## config.mk

```make
export PLATFORM = sky130hd
export DESIGN_NAME = teller_dispatcher
export DESIGN_NICKNAME = d
export VERILOG_FILES = /design/src/rtl/sbqm_pkg.sv /design/src/rtl/rr_arbiter3.sv /design/src/rtl/teller_dispatcher.sv
export SDC_FILE = /design/constraint.sdc
export NUM_CORES = 1
export LEC_CHECK = 0
export BUFFER_PORTS_ARGS = -buffer_cell sky130_fd_sc_hd__buf_2
export CAP_MARGIN = 20
export CORE_ASPECT_RATIO = 0.7
export CORE_MARGIN = 4
export CORE_UTILIZATION = 40
export DETAILED_ROUTE_END_ITERATION = 7
export GPL_TIMING_DRIVEN = 0
export SLEW_MARGIN = 20
export SYNTH_ARGS = -nofsm -noshare
export SYNTH_HDL_FRONTEND = slang
export SYNTH_SLANG_ARGS = --single-unit
```

## constraint.sdc

```tcl
create_clock -name clk -period 9.7 [get_ports clk]
set_input_delay 1.94 -clock clk [delete_from_list [all_inputs] [get_ports clk]]
set_output_delay 1.94 -clock clk [all_outputs]
set_load 0.05 [all_outputs]
```

## src/rtl/sbqm_pkg.sv

```systemverilog
// Shared definitions for the single-bank queue manager: sizing constants,
// dispatch state encoding and small combinational helpers.
package sbqm_pkg;

   localparam int N_TELLERS   = 3;
   localparam int Q_MAX       = 7;
   localparam int SVC_TIME    = 3;
   localparam int ACK_TIMEOUT = 8;

   typedef enum logic [0:0] {
      IDLE  = 1'b0,
      OFFER = 1'b1
   } dispState_t;

   // Number of set bits in a 3-bit vector (0..3).
   function automatic logic [1:0] popcount3(input logic [2:0] v);
      popcount3 = {1'b0, v[0]} + {1'b0, v[1]} + {1'b0, v[2]};
   endfunction

   // Round-robin pointer that follows a one-hot teller index (g+1 mod 3).
   function automatic logic [1:0] nextPtr(input logic [2:0] oneHot);
      case (oneHot)
         3'b001:  nextPtr = 2'd1;
         3'b010:  nextPtr = 2'd2;
         3'b100:  nextPtr = 2'd0;
         default: nextPtr = 2'd0;
      endcase
   endfunction

endpackage

```

## src/rtl/rr_arbiter3.sv

```systemverilog
// Three-way round-robin arbiter: grants the first requester at or after ptr.
// Purely combinational; an out-of-range ptr behaves like ptr 0.
module rr_arbiter3 (
   input  logic [2:0] req,
   input  logic [1:0] ptr,
   output logic [2:0] gnt
);

   // Priority scan starting at the pointer position, wrapping around.
   always_comb begin
      gnt = 3'b000;
      case (ptr)
         2'd1: begin
            if (req[1])      gnt = 3'b010;
            else if (req[2]) gnt = 3'b100;
            else if (req[0]) gnt = 3'b001;
            else             gnt = 3'b000;
         end
         2'd2: begin
            if (req[2])      gnt = 3'b100;
            else if (req[0]) gnt = 3'b001;
            else if (req[1]) gnt = 3'b010;
            else             gnt = 3'b000;
         end
         default: begin
            if (req[0])      gnt = 3'b001;
            else if (req[1]) gnt = 3'b010;
            else if (req[2]) gnt = 3'b100;
            else             gnt = 3'b000;
         end
      endcase
   end

endmodule

```

## src/rtl/teller_dispatcher.sv

```systemverilog
// Bank queue dispatcher: counts arrivals, owns the queue occupancy, offers the
// head-of-queue customer to an idle enabled teller round-robin, tracks teller
// busy state and publishes the wait estimate and full/empty/overflow flags.
module teller_dispatcher
   import sbqm_pkg::*;
(
   input  logic       clk,
   input  logic       reset,
   input  logic       arrive,
   input  logic [2:0] teller_en,
   input  logic [2:0] teller_done,
   input  logic [2:0] teller_ack,
   output logic [2:0] grant,
   output logic [2:0] busy,
   output logic [2:0] q_count,
   output logic [4:0] wait_time,
   output logic       empty_flag,
   output logic       full_flag,
   output logic       overflow
);

   logic       arriveMeta_r, arriveSync_r, arrivePrev_r;
   logic       arrival_s;
   dispState_t state_r, stateNext_s;
   logic [2:0] grant_r, grantNext_s;
   logic [1:0] ptr_r, ptrNext_s;
   logic [3:0] timer_r, timerNext_s;
   logic [2:0] busy_r, busyNext_s;
   logic       dispatch_s;
   logic [2:0] eligible_s, arbGnt_s;
   logic [2:0] qCount_r, qNext_s;
   logic       overflow_r, overflowNext_s;
   logic       empty_r, full_r;
   logic [1:0] tellerCnt_s;
   logic [4:0] numer_s;
   logic [4:0] wait_r, waitNext_s;

   // Entry sensor: two-flop synchroniser plus one stage for falling-edge detect.
   always_ff @(posedge clk) begin
      if (reset) begin
         arriveMeta_r <= 1'b0;
         arriveSync_r <= 1'b0;
         arrivePrev_r <= 1'b0;
      end else begin
         arriveMeta_r <= arrive;
         arriveSync_r <= arriveMeta_r;
         arrivePrev_r <= arriveSync_r;
      end
   end

   assign arrival_s  = arrivePrev_r & ~arriveSync_r;
   assign eligible_s = teller_en & ~busy_r;

   rr_arbiter3 uArb (
      .req (eligible_s),
      .ptr (ptr_r),
      .gnt (arbGnt_s)
   );

   // Dispatch FSM: open an offer from IDLE, resolve it by ack, timeout or disable.
   always_comb begin
      stateNext_s = state_r;
      grantNext_s = grant_r;
      ptrNext_s   = ptr_r;
      timerNext_s = timer_r;
      dispatch_s  = 1'b0;
      busyNext_s  = busy_r & ~teller_done;
      case (state_r)
         IDLE: begin
            timerNext_s = 4'd0;
            if ((qCount_r != 3'd0) && (arbGnt_s != 3'b000)) begin
               grantNext_s = arbGnt_s;
               stateNext_s = OFFER;
            end else begin
               grantNext_s = 3'b000;
            end
         end
         OFFER: begin
            if ((teller_ack & grant_r) != 3'b000) begin
               // Ack overrides a same-cycle done for the same teller.
               busyNext_s  = busyNext_s | grant_r;
               dispatch_s  = 1'b1;
               ptrNext_s   = nextPtr(grant_r);
               grantNext_s = 3'b000;
               stateNext_s = IDLE;
            end else if ((timer_r == 4'(ACK_TIMEOUT - 1)) || ((teller_en & grant_r) == 3'b000)) begin
               ptrNext_s   = nextPtr(grant_r);
               grantNext_s = 3'b000;
               stateNext_s = IDLE;
            end else begin
               timerNext_s = timer_r + 4'd1;
            end
         end
         default: begin
            grantNext_s = 3'b000;
            stateNext_s = IDLE;
         end
      endcase
   end

   // FSM, offer timer, round-robin pointer and teller busy registers.
   always_ff @(posedge clk) begin
      if (reset) begin
         state_r <= IDLE;
         grant_r <= 3'b000;
         ptr_r   <= 2'd0;
         timer_r <= 4'd0;
         busy_r  <= 3'b000;
      end else begin
         state_r <= stateNext_s;
         grant_r <= grantNext_s;
         ptr_r   <= ptrNext_s;
         timer_r <= timerNext_s;
         busy_r  <= busyNext_s;
      end
   end

   // Net queue update from one arrival and one accepted dispatch per cycle.
   always_comb begin
      qNext_s        = qCount_r;
      overflowNext_s = overflow_r;
      if (arrival_s && !dispatch_s) begin
         if (qCount_r == 3'(Q_MAX)) begin
            overflowNext_s = 1'b1;
         end else begin
            qNext_s = qCount_r + 3'd1;
         end
      end else if (!arrival_s && dispatch_s) begin
         if (qCount_r != 3'd0) begin
            qNext_s = qCount_r - 3'd1;
         end else begin
            qNext_s = qCount_r;
         end
      end else begin
         qNext_s = qCount_r;
      end
   end

   // Queue count and flags, flags derived from the next count so they line up.
   always_ff @(posedge clk) begin
      if (reset) begin
         qCount_r   <= 3'd0;
         overflow_r <= 1'b0;
         empty_r    <= 1'b1;
         full_r     <= 1'b0;
      end else begin
         qCount_r   <= qNext_s;
         overflow_r <= overflowNext_s;
         empty_r    <= (qNext_s == 3'd0);
         full_r     <= (qNext_s == 3'(Q_MAX));
      end
   end

   // Wait estimate: ceil-like share of the queue per staffed teller, 31 if none.
   always_comb begin
      tellerCnt_s = popcount3(teller_en);
      numer_s     = 5'(SVC_TIME) * (5'(qCount_r) + 5'(tellerCnt_s) - 5'd1);
      case (tellerCnt_s)
         2'd1:    waitNext_s = numer_s;
         2'd2:    waitNext_s = numer_s >> 1;
         2'd3:    waitNext_s = numer_s / 5'd3;
         default: waitNext_s = 5'd31;
      endcase
   end

   // Registered wait estimate, one cycle behind count/enable changes.
   always_ff @(posedge clk) begin
      if (reset) begin
         wait_r <= 5'd0;
      end else begin
         wait_r <= waitNext_s;
      end
   end

   assign grant      = grant_r;
   assign busy       = busy_r;
   assign q_count    = qCount_r;
   assign wait_time  = wait_r;
   assign empty_flag = empty_r;
   assign full_flag  = full_r;
   assign overflow   = overflow_r;

endmodule
```

-- After elaboration in Yosys (flattened, before gate mapping)
Index checks and enable logic that the tools add are counted.
- flip-flop bits (word level): 27
- output and inout bits: 17
- add/sub/neg operators: 7
- multipliers: 1
- divide/modulo/power cells: 1
- eq/ne operators: 13
- multiplexer cells: 33
- bitwise operators: 10
- reductions and logical operators: 15
- operators by type and width (kind ; count):
    $mux W3 ; 16
    $pmux W5 S3 ; 1
    $and A3 B3 Y3 ; 4
    $pmux W3 S2 ; 2
    $reduce_bool A3 Y1 ; 3
    $mux W4 ; 2
    $pmux W4 S2 ; 1
    $eq A2 B2 Y1 const B ; 3
    $eq A3 B3 Y1 const B ; 2
    $logic_not A3 Y1 ; 2
    $mux W1 ; 6
    $mux W2 ; 3
    $not A3 Y3 ; 2
    $reduce_and A2 Y1 ; 3
    $div A5 B2 Y5 const B ; 1
    $mul A2 B5 Y5 const A ; 1
    $sub A4 B1 Y5 const B ; 1
    $add A3 B2 Y4 ; 1
    $add A4 B1 Y4 const B ; 1
    $eq A2 B1 Y1 const B ; 2
    $eq A4 B3 Y1 const B ; 1
    $ne A2 B2 Y1 const B ; 2
    $pmux W2 S2 ; 1
    $add A3 B1 Y3 const B ; 1
    14 further kinds ; 18

-- Depth between registers and ports, before layout
- depth after elaboration: 10
- mapped depth: 24

-- Cells and area by module
Synthesis repeated with hierarchy kept, for this count alone.
- cells, all modules: 209
- area, all modules: 1810.5 sq um
- by module, submodules not included (module ; times used ; cells an instance ; area each (sq um) ; seq. area each (sq um)):
    teller_dispatcher ; 1 ; 192 ; 1690.4 ; 540.5
    rr_arbiter3 ; 1 ; 17 ; 120.1 ; 0.0

-- Least setup slack after synthesis
OpenSTA, ideal clock, no wires.
- path kind: in2reg
- start: input port teller_en[0]
- end: register wait_r[0], in the netlist wait_time[0]
- setup time: 0.130 ns
- data arrival time: 6.355 ns
- required time: 9.570 ns
- slack: 3.216 ns
- stages: 22
- buffers on the path: 0
- cells stage by stage: fa_1 inv_1 ha_1 inv_1 ha_1 inv_1 fa_1 inv_1 fa_1 xnor2_1 nor2_1 ha_1 inv_1 ha_1 a21boi_2 a21oi_2 xnor2_1 ha_1 a21oi_1 nand2_1 o32ai_1 a31oi_1
- longest elaborated chain between the ends: 7
- elaborated cells on any way between the ends: 10
- those cells by class: add/sub: 4; mul: 1; div: 1; eq/ne: 3; mux: 1
- ends and longest elaborated chain (item ; line ; source):
    start, declared ; teller_dispatcher.sv:10 ; input logic [2:0] teller_en,
    $add A1 B1 Y2 (*) ; sbqm_pkg.sv:17 ; popcount3 = {1'b0, v[0]} + {1'b0, v[1]} + {1'b0, v[2]};
    $add A2 B1 Y2 (*) ; sbqm_pkg.sv:17 ;
    $add A3 B2 Y4 ; teller_dispatcher.sv:157 ; numer_s = 5'(SVC_TIME) * (5'(qCount_r) + 5'(tellerCnt_s) - 5'd1);
    $sub A4 B1 Y5 ; teller_dispatcher.sv:157 ;
    $mul A2 B5 Y5 ; teller_dispatcher.sv:157 ;
    $div A5 B2 Y5 ; teller_dispatcher.sv:161 ; 2'd3: waitNext_s = numer_s / 5'd3;
    $pmux W5 S3 (*) ; teller_dispatcher.sv:158 ; case (tellerCnt_s)
    end signal, assigned ; teller_dispatcher.sv:171 ; wait_r <= waitNext_s;
    end, declared ; teller_dispatcher.sv:36 ; logic [4:0] wait_r, waitNext_s;
Mark *: on every way between the ends. The rest lies on a longest branch, timed or not.
A chain may end at the register's enable or synchronous reset.

-- Worst setup path in the final report
Same ends and word-level chain as after synthesis.

==> results.py <==
metrics = {
    "sta": {
        "timing.final.setup_violations": 0,
        "hold_viol_final": 0,
        "finClkSkew_ns": 0.00497,
        "unrepaired_setup_endpoints_after_global_routing": "false",
        "slew-limit-headroom_pct": 63.6,
        "period_share_pct": 71.5,
        "fmax_mhz": 144,
        "final_max_slew_viol_count": 0,
        "worst_pin_slew_ns": 0.542,
        "setup-tns-final_ns": 0,
        "final.min_clock_period_ns": 6.93,
        "hold-worst-slack_ns": 0.453,
    },
    "drt": {
        "wirelength_um": 3870,
        "dr_total_vias": 1487,
        "drt_first_iter_violations": 99,
        "ant_nets": 0,
        "drc_errors": 0,
        "vias_per_cell": 5.08,
        "route.detailed.wl_per_inst_um": 13.2,
        "drt_pre_antenna_iters": 4,
    },
    "clock_network": {
        "cts.reportedPaths.clkPinSlew_ns": 0.09,
        "cts-hold-fix-buffers": 0,
        "cts_made_buffers": 3,
        "cts.repair.resized": 0,
        "number_of_levels_the_h_tree_was_split_into": 1,
        "tritoncts": "done",
        "clock_tree.buffer_depth": 2,
        "clock_sink_count": 27,
        "clkLatencyLatePin_ns": 0.27,
        "clk_root_buffer_cell": "clkbuf_8",
        "cts.repair_timing.setup_buffer_count": 0,
    },
    "global_route": {
        "vias_in_the_first_global_route": 1405,
        "first_pass_grt_wire_length_um": 6740,
        "grt_max_degree": 15,
        "global_route.overflow_total": 0,
        "gr-usage-all-layers_pct": 14.9,
        "grt_antenna_before_repair": 0,
    },
    "power_and_ir_drop": {
        "vdd.ir_drop.worst_mv": 0.147,
        "total_power_uw": 410,
        "power_leakage_uw": 0.000839,
        "power_density_mw_per_mm2": 200,
    },
    "logic_synthesis": {
        "synth-seq-area-share_pct": 30.1,
        "synth_adder_area_share_pct": 17.7,
        "netlist.area_leader.share_pct": 30.1,
        "synth-xor-area-share_pct": 6.70,
        "dominantRegCellSynth": "dfxtp_1",
        "cell_count_after_synthesis": 206,
        "largest_family_of_logic_cells_by_synthesized_area": "compound AO/OA/AOI/OAI gates",
        "mappedNetlistArea_mm2": 0.00179,
        "postSynthAreaPerCell_um2": 8.70,
        "post_synth_and_or_nand_nor_area_fraction_pct": 19.9,
        "net_count_synth": 241,
        "muxShareOfSynthArea_pct": 0.558,
        "yosys.cell_types.count": 47,
        "ys_ff_latch": 27,
        "yosys-top-cells-area": "dfxtp_1 30%, ha_1 13%, a21oi_1 5.0%",
        "synth_top_cell_by_area": "dfxtp_1",
        "yosysWarningCount": 0,
        "synth_compound_area_share_pct": 20.0,
        "number_of_flops_mapped_to_enable_cells_by_yosys": 0,
        "async_flop_share_pct": 0,
    },
    "floorplanning": {
        "start_util_pct": 41.4,
        "boundaryPins": 29,
        "die_extent_in_y_um": 64.0,
        "std_cell_rows": 20,
        "coreArea_mm2": 0.00433,
        "die_area_mm2": 0.00563,
        "die_w_um": 88.0,
    },
    "critical_path": {
        "worstPathArrival_ns": 7.09,
        "critical_path_class": "input pin to flop",
        "worst_ep_required_time_ns": 9.85,
        "setup.worst_path.end_class": "flop",
        "worst-path-max-fanout": 9,
        "worstSetupStartpointType": "input pin",
    },
    "run_status": {
        "outcome": "finished, final reports clean",
    },
    "place": {
        "place_congestion": 0.825,
        "dpl.cell_count": 289,
        "port_buffers": 28,
        "dp_hpwl_um": 3000,
    },
    "cells_and_area": {
        "areaGrowthSynthToFinish_pct": 14.2,
        "layoutNonFillerInstCount": 293,
        "num-fill-cells": 441,
        "drive_gt1_share_pct": 17.6,
        "most_common_cell_after_layout_fill_and_taps_aside": "buf_2",
        "insertedDiodeCount": 0,
        "mostFrequentLayoutCells": "28 x buf_2, 27 x dfxtp_1, 20 x inv_1",
        "layout.nets": 274,
    },
    "job": {
        "maxCapViolations": 0,
    },
    "worst_hold_path": {
        "holdCritPathClass": "flop to flop",
    },
}
-- state kept, by name (all words and copies together), names as in the netlist, 2 cells and up --
name,flops
busy,3
grant,3
ptr_r,2
q_count,3
timer_r,4
wait_time,5
-- layer usage --
layer  routed length (um)  share of wire, %  GRT usage [%]
met2                 1470                38           20.3
met4                   17              0.44           2.26
met1                 2150                56           23.8
met5                    0                 0              0
met3                  235               6.1           3.35
-- final timing paths --
| kind | end | depth (start not counted) | from | slack [ns] |
|---|---|---|---|---|
| max | wait_time[0] | 24 | teller_en[0] | 2.77 |
| min | arriveSync_r | 1 | arriveMeta_r | 0.45 |
| max reg2reg | wait_time[0] | 22 | q_count[1] | 4.79 |
| min reg2reg | arriveSync_r | 1 | arriveMeta_r | 0.45 |
-- logic make-up (layout without fill, tap and decap cells) --
family / Yosys count / in the layout
AND/OR/NAND/NOR: 67 / 67
AO/OA/AOI/OAI: 52 / 52
flip-flops: 27 / 27
buffers and inverters: 24 / 56
adder cells (fa/ha/maj): 23 / 23
XOR/XNOR: 12 / 12
multiplexers: 1 / 1
-- power breakdown --
| group | switching, uW | internal (uW) |
|---|---|---|
| registers | 2.21 | 118 |
| logic | 139 | 85.5 |
| clock network | 35.3 | 29.4 |
| total | 177 | 233 |
-- Yosys cell counts, types with 2 or more instances --
master,instances
a31oi_1,2
fa_1,4
ha_1,19
o21ai_0,7
a41oi_1,2
o31ai_1,2
a21oi_1,18
o22ai_1,2
a222oi_1,2
a211oi_1,2
clkbuf_1,4
nand2_1,15
or4b_1,2
nor2_1,17
dfxtp_1,27
xor2_1,3
xnor2_1,7
nand3_1,4
nor4_1,2
nand3b_1,3
nor2b_1,11
nor3_1,3
nand2b_1,4
inv_1,20
xnor2_2,2
-- worst max-delay path: stages --
cell and delay [ns]:
buf_2 0.12, fa_1 0.69, inv_1 0.16, ha_1 0.20, inv_1 0.05, ha_1 0.19, inv_1 0.07, fa_1 0.49
ha_1 0.31, a21oi_1 0.14, o21bai_1 0.11, xnor2_1 0.48, nor2_1 0.09, ha_1 0.24, inv_1 0.06, ha_1 0.17
a21boi_2 0.40, a21oi_2 0.09, xnor2_1 0.22, ha_1 0.26, a21oi_1 0.16, nand2_1 0.07, o32ai_1 0.26, a31oi_1 0.11
-- layout make-up --
type / count / area [um2] / share of cell area, %
inverter: 20 / 75.1 / 3.67
buffer: 4 / 15.0 / 0.733
tap: 55 / 68.8 / 3.36
clock buffer: 4 / 45.0 / 2.20
sequential: 27 / 541 / 26.4
multi-input combinational: 155 / 1160 / 56.8
timing repair buffer: 28 / 140 / 6.85
-- through the flow --
stage                     setup WS, ns  area (um2)  utilization [%]
after floorplan                   3.22        1790                -
after global placement            2.49        2000             46.2
after detailed placement          2.50        2000             46.2
after CTS                         2.81        2050             47.3
after global routing              2.24        2050             47.3
final                             2.77        2050             47.3
(Power assumes the default switching activity.)
